File: src/rtl/fp32_accumulate.sv
// fp32_accumulate: sequential FP32 running-sum adder (flush-to-zero, round-to-nearest-even).
// One term in flight at a time; a five-state FSM walks it through align, add, normalise, round.
module fp32_accumulate #(
    parameter int          DATA_WIDTH = 32,
    parameter logic [31:0] QNAN       = 32'h7FC0_0000
) (
    input  logic                  clk_i,
    input  logic                  rst_i,
    input  logic                  valid_i,
    input  logic [DATA_WIDTH-1:0] product_i,
    input  logic                  clear_i,
    input  logic                  last_i,
    output logic                  ready_o,
    output logic [DATA_WIDTH-1:0] sum_o,
    output logic                  done_o
);

    typedef enum logic [2:0] {IDLE, ALIGN, ADD, NORM, ROUND} state_t;

    state_t             state;
    logic               nan_sticky;

    // Per-term datapath registers, reused from stage to stage.
    logic [31:0]        op_a, op_b;
    logic               term_nan, term_last;
    logic [26:0]        big_m, small_m;
    logic [27:0]        sum_m;
    logic [26:0]        norm_m;
    logic signed [9:0]  exp_w;
    logic               res_sign, eff_sub, zero_q;

    // ALIGN: unpack with flush-to-zero, order by magnitude, shift the smaller into {mant,G,R,S}.
    logic [7:0]  ea, eb, big_e, small_e, shift;
    logic [23:0] ma, mb, big_mt, small_mt;
    logic [26:0] small_ext, shifted, aligned;
    logic        a_ge, sticky;

    // NOTE: every variable written in an always_comb gets a default first, so no latch is inferred.
    always_comb begin
        ea       = op_a[30:23];
        eb       = op_b[30:23];
        ma       = (ea == 8'd0) ? 24'd0 : {1'b1, op_a[22:0]};
        mb       = (eb == 8'd0) ? 24'd0 : {1'b1, op_b[22:0]};
        a_ge     = {ea, ma} >= {eb, mb};
        big_e    = a_ge ? ea : eb;
        small_e  = a_ge ? eb : ea;
        big_mt   = a_ge ? ma : mb;
        small_mt = a_ge ? mb : ma;
        shift    = big_e - small_e;
        small_ext = {small_mt, 3'b000};
        shifted  = 27'd0;
        sticky   = |small_mt;
        if (shift < 8'd27) begin
            shifted = small_ext >> shift;
            sticky  = |(small_ext & ((27'd1 << shift) - 27'd1));
        end
        aligned = {shifted[26:1], shifted[0] | sticky};
    end

    // NORM: carry renormalises right (sticky kept), otherwise shift out leading zeros.
    logic [4:0]        lzc;
    logic [26:0]       n_m;
    logic signed [9:0] n_e;
    logic              n_zero;

    always_comb begin
        lzc = 5'd27;
        for (int i = 0; i < 27; i++) begin
            if (sum_m[i]) lzc = 5'(26 - i);
        end
        n_zero = (sum_m == 28'd0);
        if (sum_m[27]) begin
            n_m = {sum_m[27:2], sum_m[1] | sum_m[0]};
            n_e = exp_w + 10'sd1;
        end else begin
            n_m = sum_m[26:0] << lzc;
            n_e = exp_w - $signed({5'd0, lzc});
        end
        if (n_e <= 10'sd0) n_zero = 1'b1;
    end

    // ROUND: nearest-even on G,R,S; a mantissa carry bumps the exponent; saturate to Inf.
    logic              rnd_up;
    logic [24:0]       mant25;
    logic [22:0]       frac;
    logic signed [9:0] r_e;
    logic [31:0]       result;

    always_comb begin
        rnd_up = norm_m[2] & (norm_m[1] | norm_m[0] | norm_m[3]);
        mant25 = {1'b0, norm_m[26:3]} + {24'd0, rnd_up};
        frac   = mant25[24] ? mant25[23:1] : mant25[22:0];
        r_e    = mant25[24] ? exp_w + 10'sd1 : exp_w;
        if (zero_q)
            result = 32'd0;
        else if (r_e >= 10'sd255)
            result = {res_sign, 8'hFF, 23'd0};
        else
            result = {res_sign, r_e[7:0], frac};
    end

    // Control and architectural state.
    always_ff @(posedge clk_i) begin
        if (rst_i) begin
            state      <= IDLE;
            ready_o    <= 1'b1;
            sum_o      <= '0;
            done_o     <= 1'b0;
            nan_sticky <= 1'b0;
        end else begin
            done_o <= 1'b0;
            unique case (state)
                IDLE: begin
                    if (valid_i) begin
                        state   <= ALIGN;
                        ready_o <= 1'b0;
                    end else if (clear_i) begin
                        sum_o      <= '0;
                        nan_sticky <= 1'b0;
                    end
                end
                ALIGN: state <= ADD;
                ADD:   state <= NORM;
                NORM:  state <= ROUND;
                ROUND: begin
                    sum_o      <= term_nan ? QNAN : result;
                    nan_sticky <= term_nan;
                    done_o     <= term_last;
                    ready_o    <= 1'b1;
                    state      <= IDLE;
                end
                default: state <= IDLE;
            endcase
        end
    end

    // NOTE: datapath registers carry no reset; the FSM never consumes them before loading them.
    always_ff @(posedge clk_i) begin
        unique case (state)
            IDLE: begin
                if (valid_i) begin
                    op_a      <= clear_i ? 32'd0 : sum_o;
                    op_b      <= product_i;
                    term_nan  <= (&product_i[30:23])
                               | (!clear_i & (nan_sticky | (&sum_o[30:23])));
                    term_last <= last_i;
                end
            end
            ALIGN: begin
                big_m    <= {big_mt, 3'b000};
                small_m  <= aligned;
                exp_w    <= $signed({2'b00, big_e});
                res_sign <= a_ge ? op_a[31] : op_b[31];
                eff_sub  <= op_a[31] ^ op_b[31];
            end
            ADD: begin
                sum_m <= eff_sub ? {1'b0, big_m} - {1'b0, small_m}
                                 : {1'b0, big_m} + {1'b0, small_m};
            end
            NORM: begin
                norm_m <= n_m;
                exp_w  <= n_e;
                zero_q <= n_zero;
            end
            ROUND: ;
            default: ;
        endcase
    end

endmodule
File: config.mk
export PLATFORM = sky130hd
export DESIGN_NAME = fp32_accumulate
export DESIGN_NICKNAME = d
export VERILOG_FILES = /design/src/rtl/fp32_accumulate.sv
export SDC_FILE = /design/constraint.sdc
export NUM_CORES = 1
export LEC_CHECK = 0
export BUFFER_PORTS_ARGS = -buffer_cell sky130_fd_sc_hd__buf_2
export CAP_MARGIN = 15
export CORE_UTILIZATION = 40
export DETAILED_ROUTE_END_ITERATION = 16
export GPL_TIMING_DRIVEN = 0
export PLACE_DENSITY = 0.57
export SYNTH_ARGS = -nofsm -noshare
export SYNTH_HDL_FRONTEND = slang
export SYNTH_SLANG_ARGS = --single-unit
File: constraint.sdc
create_clock -name clk_i -period 30.4 [get_ports clk_i]
set_clock_uncertainty 0.1 [all_clocks]
set_input_delay 9.12 -clock clk_i [delete_from_list [all_inputs] [get_ports clk_i]]
set_output_delay 9.12 -clock clk_i [all_outputs]
set_load 0.02 [all_outputs]
==> results of run 1 <==
-- cell families (layout without fill, tap and decap cells) --
kind of cell | Yosys count | after routing
adder cells (fa/ha/maj) | 91 | 91
multiplexers | 81 | 81
AO/OA/AOI/OAI | 526 | 526
AND/OR/NAND/NOR | 672 | 672
XOR/XNOR | 66 | 66
flip-flops | 223 | 223
buffers and inverters | 204 | 333
-- stage by stage --
step	util	setup slack [ns]	instances	cell area (um^2)
after detailed placement	0.435	19.02	2467	17400
after CTS	0.460	19.59	2515	18300
final	0.460	19.59	2517	18400
after floorplan	-	13.76	1863	16300
after global routing	0.460	19.40	2517	18400
after global placement	0.432	10.77	2456	17200
-- routing by layer --
| layer | routed length, um | vias to the layer above | share of wire |
|---|---|---|---|
| met1 | 25100 | 7153 | 0.45 |
| li1 | - | 7037 | - |
| met3 | 3550 | 81 | 0.064 |
| met5 | 0 | - | 0 |
| met2 | 25400 | 640 | 0.46 |
| met4 | 1300 | 0 | 0.024 |
-- worst max-delay path, stage by stage --
cell	delay, ns
buf_2	0.11
nor4b_2	0.65
buf_4	0.30
buf_4	0.19
buf_4	0.19
buf_4	0.19
buf_4	0.19
-- worst max-delay path by stage --
stage / slack (ns) / to / startpoint
after floorplan: 13.76 / op_a[0]$_DFFE_PP_ / valid_i
after global placement: 10.77 / ready_o$_SDFFE_PP1P_ / valid_i
after detailed placement: 19.02 / op_b[9]$_DFFE_PP_ / valid_i
after CTS: 19.59 / op_b[4]$_DFFE_PP_ / valid_i
after global routing: 19.40 / op_b[4]$_DFFE_PP_ / valid_i
final: 19.59 / op_b[3]$_DFFE_PP_ / valid_i
-- cells in the mapped netlist (all sizes together), types with 13 or more instances --
master	number
o21ai	155
nand4	16
nand3	30
a31oi	17
or3	16
ha	89
and2	31
xnor2	39
nor4	19
o22ai	14
a211oi	32
buf	17
a22oi	23
nor2b	56
a21o	13
and3	17
a21oi	127
nand2b	19
nor3	47
xor2	27
mux2i	67
clkbuf	100
o211ai	15
dfxtp	38
o31ai	14
inv	87
edfxtp	185
o21bai	13
nand2	201
nor2	190
-- sequential cells by signal, indices dropped and copies added, names as in the netlist --
signal / count
sum_o: 32
ready_o: 1
term_last: 1
op_a: 32
done_o: 1
nan_sticky: 1
term_nan: 1
small_m: 27
exp_w: 10
res_sign: 1
eff_sub: 1
zero_q: 1
sum_m: 28
norm_m: 27
state: 3
op_b: 32
big_m: 24
-- cell usage in the layout, fill, tap and decap left out, types with 19 or more instances in the layout --
master     count
nand2_1      201
nor2_1       190
edfxtp_1     185
o21ai_0      150
a21oi_1      127
clkbuf_1     102
ha_1          89
inv_1         86
buf_2         75
mux2i_1       67
nor2b_1       55
nor3_1        47
xnor2_1       39
dfxtp_1       38
a211oi_1      31
and2_1        30
nand3_1       30
xor2_1        27
clkbuf_16     27
a22oi_1       23
nor4_1        19
-- report_power, final --
part	switching (mW)	leakage, nW	internal, mW
Combinational	0.273	4.55	0.136
Clock	0.132	0.475	0.224
Sequential	0.0201	2.04	0.366
Total	0.426	7.07	0.725
-- area by class of cell --
cell class              count  area, um^2  share of cell area
plain buffers             117         450              0.0245
clock buffers              30         697              0.0379
clock inverters            18         275              0.0150
inverters                  87         327              0.0178
multi-input cells        1436        9180               0.499
flip-flops and latches    223        6320               0.344
well taps                 525         657              0.0357
repair buffers             81         479              0.0261
==> results.yml, run 1 <==
power:
  vdd.ir_drop.worst_uv: 62.6
  total_power_mw: 1.15
  p_per_area_mw_per_mm2: 62.6
  leakage_nw: 7.07
global_routing:
  met3_usage: 0.0284
  grt_pass1_wl_mm: 83.7
  grt_start_max_net_pins: 30
  met2_usage: 0.424
  top_usage_layer: "met2"
  grt_overflow: 0
  grt_pass1_vias: 13876
  grtUsageMet1: 0.375
  grt_usage: 0.263
  antenna_found_initial: 0
worst_setup_path:
  endpoint_kind: "flip-flop"
  r2r_cells: 25
  crit_path_max_fanout: 10
  cp.required_ns: 30.54
  critPathKind: "input port to flip-flop"
  reg2reg_from: "op_a[27]$_DFFE_PP_"
  crit_arrival_ns: 10.95
  reg2reg_to: "small_m[2]$_SDFFCE_PP0P_"
  cp-start-kind: "input port"
  r2r_slack_ns: 21.81
route:
  wl_per_cell_um: 22.0
  firstDrtPassIters: 6
  routed_wl_mm: 55.4
  detail-route-antenna-nets: 0
  drt-initial-drc-count: 1614
  num_vias: 14911
  via_per_inst: 5.92
  drcViolationCount: 0
placement:
  portBuffers: 68
  gp_congestion: 0.982
  dp_hpwl_mm: 43.2
clock_network:
  ctsHoldBuffers: 0
  cts_max_level: 1
  cts.root.buffer_cell: "clkbuf_16"
  cts.sinks: 223
  path_clk_slew_ns: 0.06
  cts_tree: "yes"
  cts_resized: 0
  numCtsBuffers: 26
  postCtsSetupBuffers: 0
  cts.path.max_buffers: 3
  clock_latency_ns: 0.54
timing:
  holdWs_ns: 0.373
  setup-tns-final_ns: 0
  worst_pin_slew_ns: 1.03
  period_share: 0.356
  hold_viol: 0
  setup_viol_count_final: 0
  fmax_mhz: 92.5
  relSlewSlack: 0.307
  grt_setup_unrepaired: "false"
  period_minus_slack_ns: 10.81
  slew_viol_final: 0
synthesis:
  synth_compound_area_frac: 0.206
  synth.distinct_cells: 84
  syn_area_mm2: 0.0163
  synth_top_area_frac: 0.342
  synth_edf_count: 185
  yosys_warnings: 0
  synthSimpleGateAreaFrac: 0.197
  ys_seq_area_frac: 0.389
  synth.area.mux_share: 0.0537
  synthCells: 1863
  ys_seq_elements: 223
  synth_top_family_by_area: "compound AO/OA/AOI/OAI gates"
  syn_nets: 1991
  avgSynthCellArea_um2: 8.72
  synth_top_area_cell: "edfxtp_1"
  synth_flop_cell: "edfxtp_1"
  synthXorXnorAreaFrac: 0.0356
  synth_fa_ha_area_frac: 0.0710
  yosys-top-cells-area: "edfxtp_1 (34%), ha_1 (6.9%), dfxtp_1 (4.7%), nand2_1 (4.6%), o21ai_0 (4.6%)"
  ys_async_sr_fraction: 0
final_layout:
  area_delta_synth_final_pct: 13.1
  num-fill-cells: 3944
  n_antenna_cell: 0
  finish.net_count: 2100
  drive_gt1_frac: 0.0833
die:
  core_area_mm2: 0.0399
  io-pin-count: 71
  die_area_mm2: 0.0414
  start_util: 0.407
  num_rows: 73
  die_h_um: 204
  dieWidth_um: 204
hold_path:
  hold_path_end: "ready_o$_SDFFE_PP1P_"
  hp-class: "flip-flop to flip-flop"
  worstHoldPathCells: 2
  min-delay-start: "ready_o$_SDFFE_PP1P_"
status:
  status: "complete, no violations"
flow_run:
  max-cap-violations: 0
Power figures use the tool's default switching activity.
==> run 2, diff against run 1 <==
Settings changed: ABC_AREA set to 1.
Clock period 30.4 ns to 11.1 ns, I/O delays scaled along.
==> run 2 against run 1 <==
Worst hold slack worse by 0.0080 ns. Clock power grew 130%. Highest routed layer unchanged. Sequential share of layout area shrank 0.97 points. Cell count grew 18%. Wire length is 8.0% higher. Critical path depth is 27 higher.
==> results.yml, run 2 <==
route:
  drcViolationCount: 0
  num_vias: 16580
  firstDrtPassIters: 7
  routed_wl_mm: 59.8
  detail-route-antenna-nets: 0
  via_per_inst: 5.57
  drt-initial-drc-count: 1606
  wl_per_cell_um: 20.1
global_routing:
  grt_pass1_wl_mm: 90.3
  grt_pass1_vias: 15316
  grt_usage: 0.272
  antenna_found_initial: 0
  grt_overflow: 0
  grt_start_max_net_pins: 44
die:
  die_area_mm2: 0.0433
  io-pin-count: 71
  dieWidth_um: 208
  core_area_mm2: 0.0419
  num_rows: 75
  start_util: 0.405
  die_h_um: 208
worst_setup_path:
  reg2reg_to: "small_m[0]$_DFFE_PP_"
  cp.required_ns: 11.29
  cp-start-kind: "flip-flop"
  reg2reg_from: "op_b[27]$_DFFE_PP_"
  slowest_stage: "nor2_1"
  crit_path_max_fanout: 10
  endpoint_kind: "flip-flop"
  crit_start: "op_b[27]$_DFFE_PP_"
  crit_arrival_ns: 6.27
  critPathKind: "flip-flop to flip-flop"
  r2r_slack_ns: 5.02
  cp-endpoint: "small_m[0]$_DFFE_PP_"
  cpPeakStageDelay_ns: 0.47
  r2r_cells: 34
placement:
  portBuffers: 68
  gp_congestion: 0.993
  dp_hpwl_mm: 48.1
  dpl_cell_area_mm2: 0.0181
timing:
  period_share: 0.548
  grt_setup_unrepaired: "false"
  setup-tns-final_ns: 0
  worst_pin_slew_ns: 0.957
  setup_viol_count_final: 0
  fmax_mhz: 164
  hold_viol: 0
  period_minus_slack_ns: 6.08
  slew_viol_final: 0
  relSlewSlack: 0.360
clock_network:
  postCtsSetupBuffers: 0
  cts_resized: 0
  numCtsBuffers: 26
  ctsHoldBuffers: 0
  cts.root.buffer_cell: "clkbuf_16"
  cts_tree: "yes"
  cts.sinks: 223
  cts.path.max_buffers: 3
  cts_max_level: 1
  clock_latency_ns: 0.59
  path_clk_slew_ns: 0.06
hold_path:
  worstHoldPathCells: 2
  min-delay-start: "ready_o$_SDFFE_PP1P_"
  hp-class: "flip-flop to flip-flop"
final_layout:
  layout_common_cells: "nand2_1 (532), inv_1 (303), nand3_1 (252), nor2_1 (217), edfxtp_1 (185)"
  reg_top3: "op_a x32, op_b x32, sum_o x32"
  finish.net_count: 2546
  area_delta_synth_final_pct: 11.4
  n_antenna_cell: 0
  final_core_util: 0.451
  fin_area_mm2: 0.0189
  drive_gt1_frac: 0.0833
  num-fill-cells: 4270
  final_common_cell: "nand2_1"
synthesis:
  syn_nets: 2443
  avgSynthCellArea_um2: 7.33
  post-synth-top-count-cell: "nand2_1"
  synth_top_area_frac: 0.327
  ys_seq_elements: 223
  ys_seq_area_frac: 0.372
  yosys-top-cells-area: "edfxtp_1 (33%), nand2_1 (12%), nand3_1 (7.4%), inv_1 (6.7%), ha_1 (6.6%)"
  syn_area_mm2: 0.0170
  synthCells: 2315
  synth_common_cells: "nand2_1 (532), inv_1 (304), nand3_1 (252)"
  ys_async_sr_fraction: 0
  yosys_warnings: 0
  synth_top_area_cell: "edfxtp_1"
  synth_edf_count: 185
  synth_flop_cell: "edfxtp_1"
  synth.distinct_cells: 63
status:
  status: "complete, no violations"
power:
  leakage_nw: 8.39
  p_per_area_mw_per_mm2: 174
  total_power_mw: 3.29
  vdd.ir_drop.worst_uv: 111
flow_run:
  max-cap-violations: 0
run 2: metal layers:
layer  part of all wire  global-route usage  wire length, um
met5                  0                   0                0
met1               0.45               0.383            27100
met3              0.064              0.0300             3840
met2               0.45               0.432            26800
met4              0.034              0.0914             2060
run 2: stage by stage:
step / setup slack (ns) / hold WS, ns / instances
5_1_grt: 4.57 / 0.409 / 2977
3_5_place_dp: 5.16 / 0.345 / 2929
3_3_place_gp: 4.78 / 0.339 / 2922
6_report: 5.02 / 0.365 / 2977
4_1_cts: 5.09 / 0.362 / 2977
2_1_floorplan: 5.88 / 0.326 / 2315
run 2: how the worst min path moves through the flow:
stage / slack (ns) / endpoint
2_1_floorplan: 0.33 / sum_m[0]$_DFFE_PN_
3_3_place_gp: 0.34 / ready_o$_SDFFE_PP1P_
3_5_place_dp: 0.34 / ready_o$_SDFFE_PP1P_
4_1_cts: 0.36 / ready_o$_SDFFE_PP1P_
5_1_grt: 0.41 / ready_o$_SDFFE_PP1P_
6_report: 0.36 / ready_o$_SDFFE_PP1P_
run 2: layout make-up:
type	count	area (um^2)	share of cell area
Sequential cell	223	6320	0.334
Timing Repair Buffer	75	432	0.0228
Inverter	320	1200	0.0636
Buffer	96	413	0.0218
Multi-Input combinational cell	1676	9060	0.479
Tap cell	539	674	0.0357
Clock buffer	34	691	0.0365
Clock inverter	14	126	0.00668
run 2: logic make-up (layout without fill, tap and decap cells):
logic type,Yosys count,count (layout),share of synthesized area
flip-flops,223,223,0.372
buffers and inverters,416,539,0.0952
multiplexers,5,5,0.00295
AO/OA/AOI/OAI,412,412,0.146
AND/OR/NAND/NOR,1111,1111,0.285
XOR/XNOR,57,57,0.0303
adder cells (fa/ha/maj),91,91,0.0680
run 2: worst max-delay path: cells and delay by family (launching register included):
kind            cells  cell delay (ns)
compound gates      2             0.27
flops               1             0.45
fa+ha+maj           2             0.45
buf+inv             7             1.18
simple gates       23             3.32
run 2: where the power goes:
part | internal (mW) | total, mW | leakage [nW] | switching [mW]
Clock | 0.465 | 0.829 | 0.390 | 0.364
Sequential | 1.03 | 1.11 | 2.05 | 0.0742
Combinational | 0.399 | 1.35 | 5.95 | 0.952
Total | 1.90 | 3.29 | 8.39 | 1.39
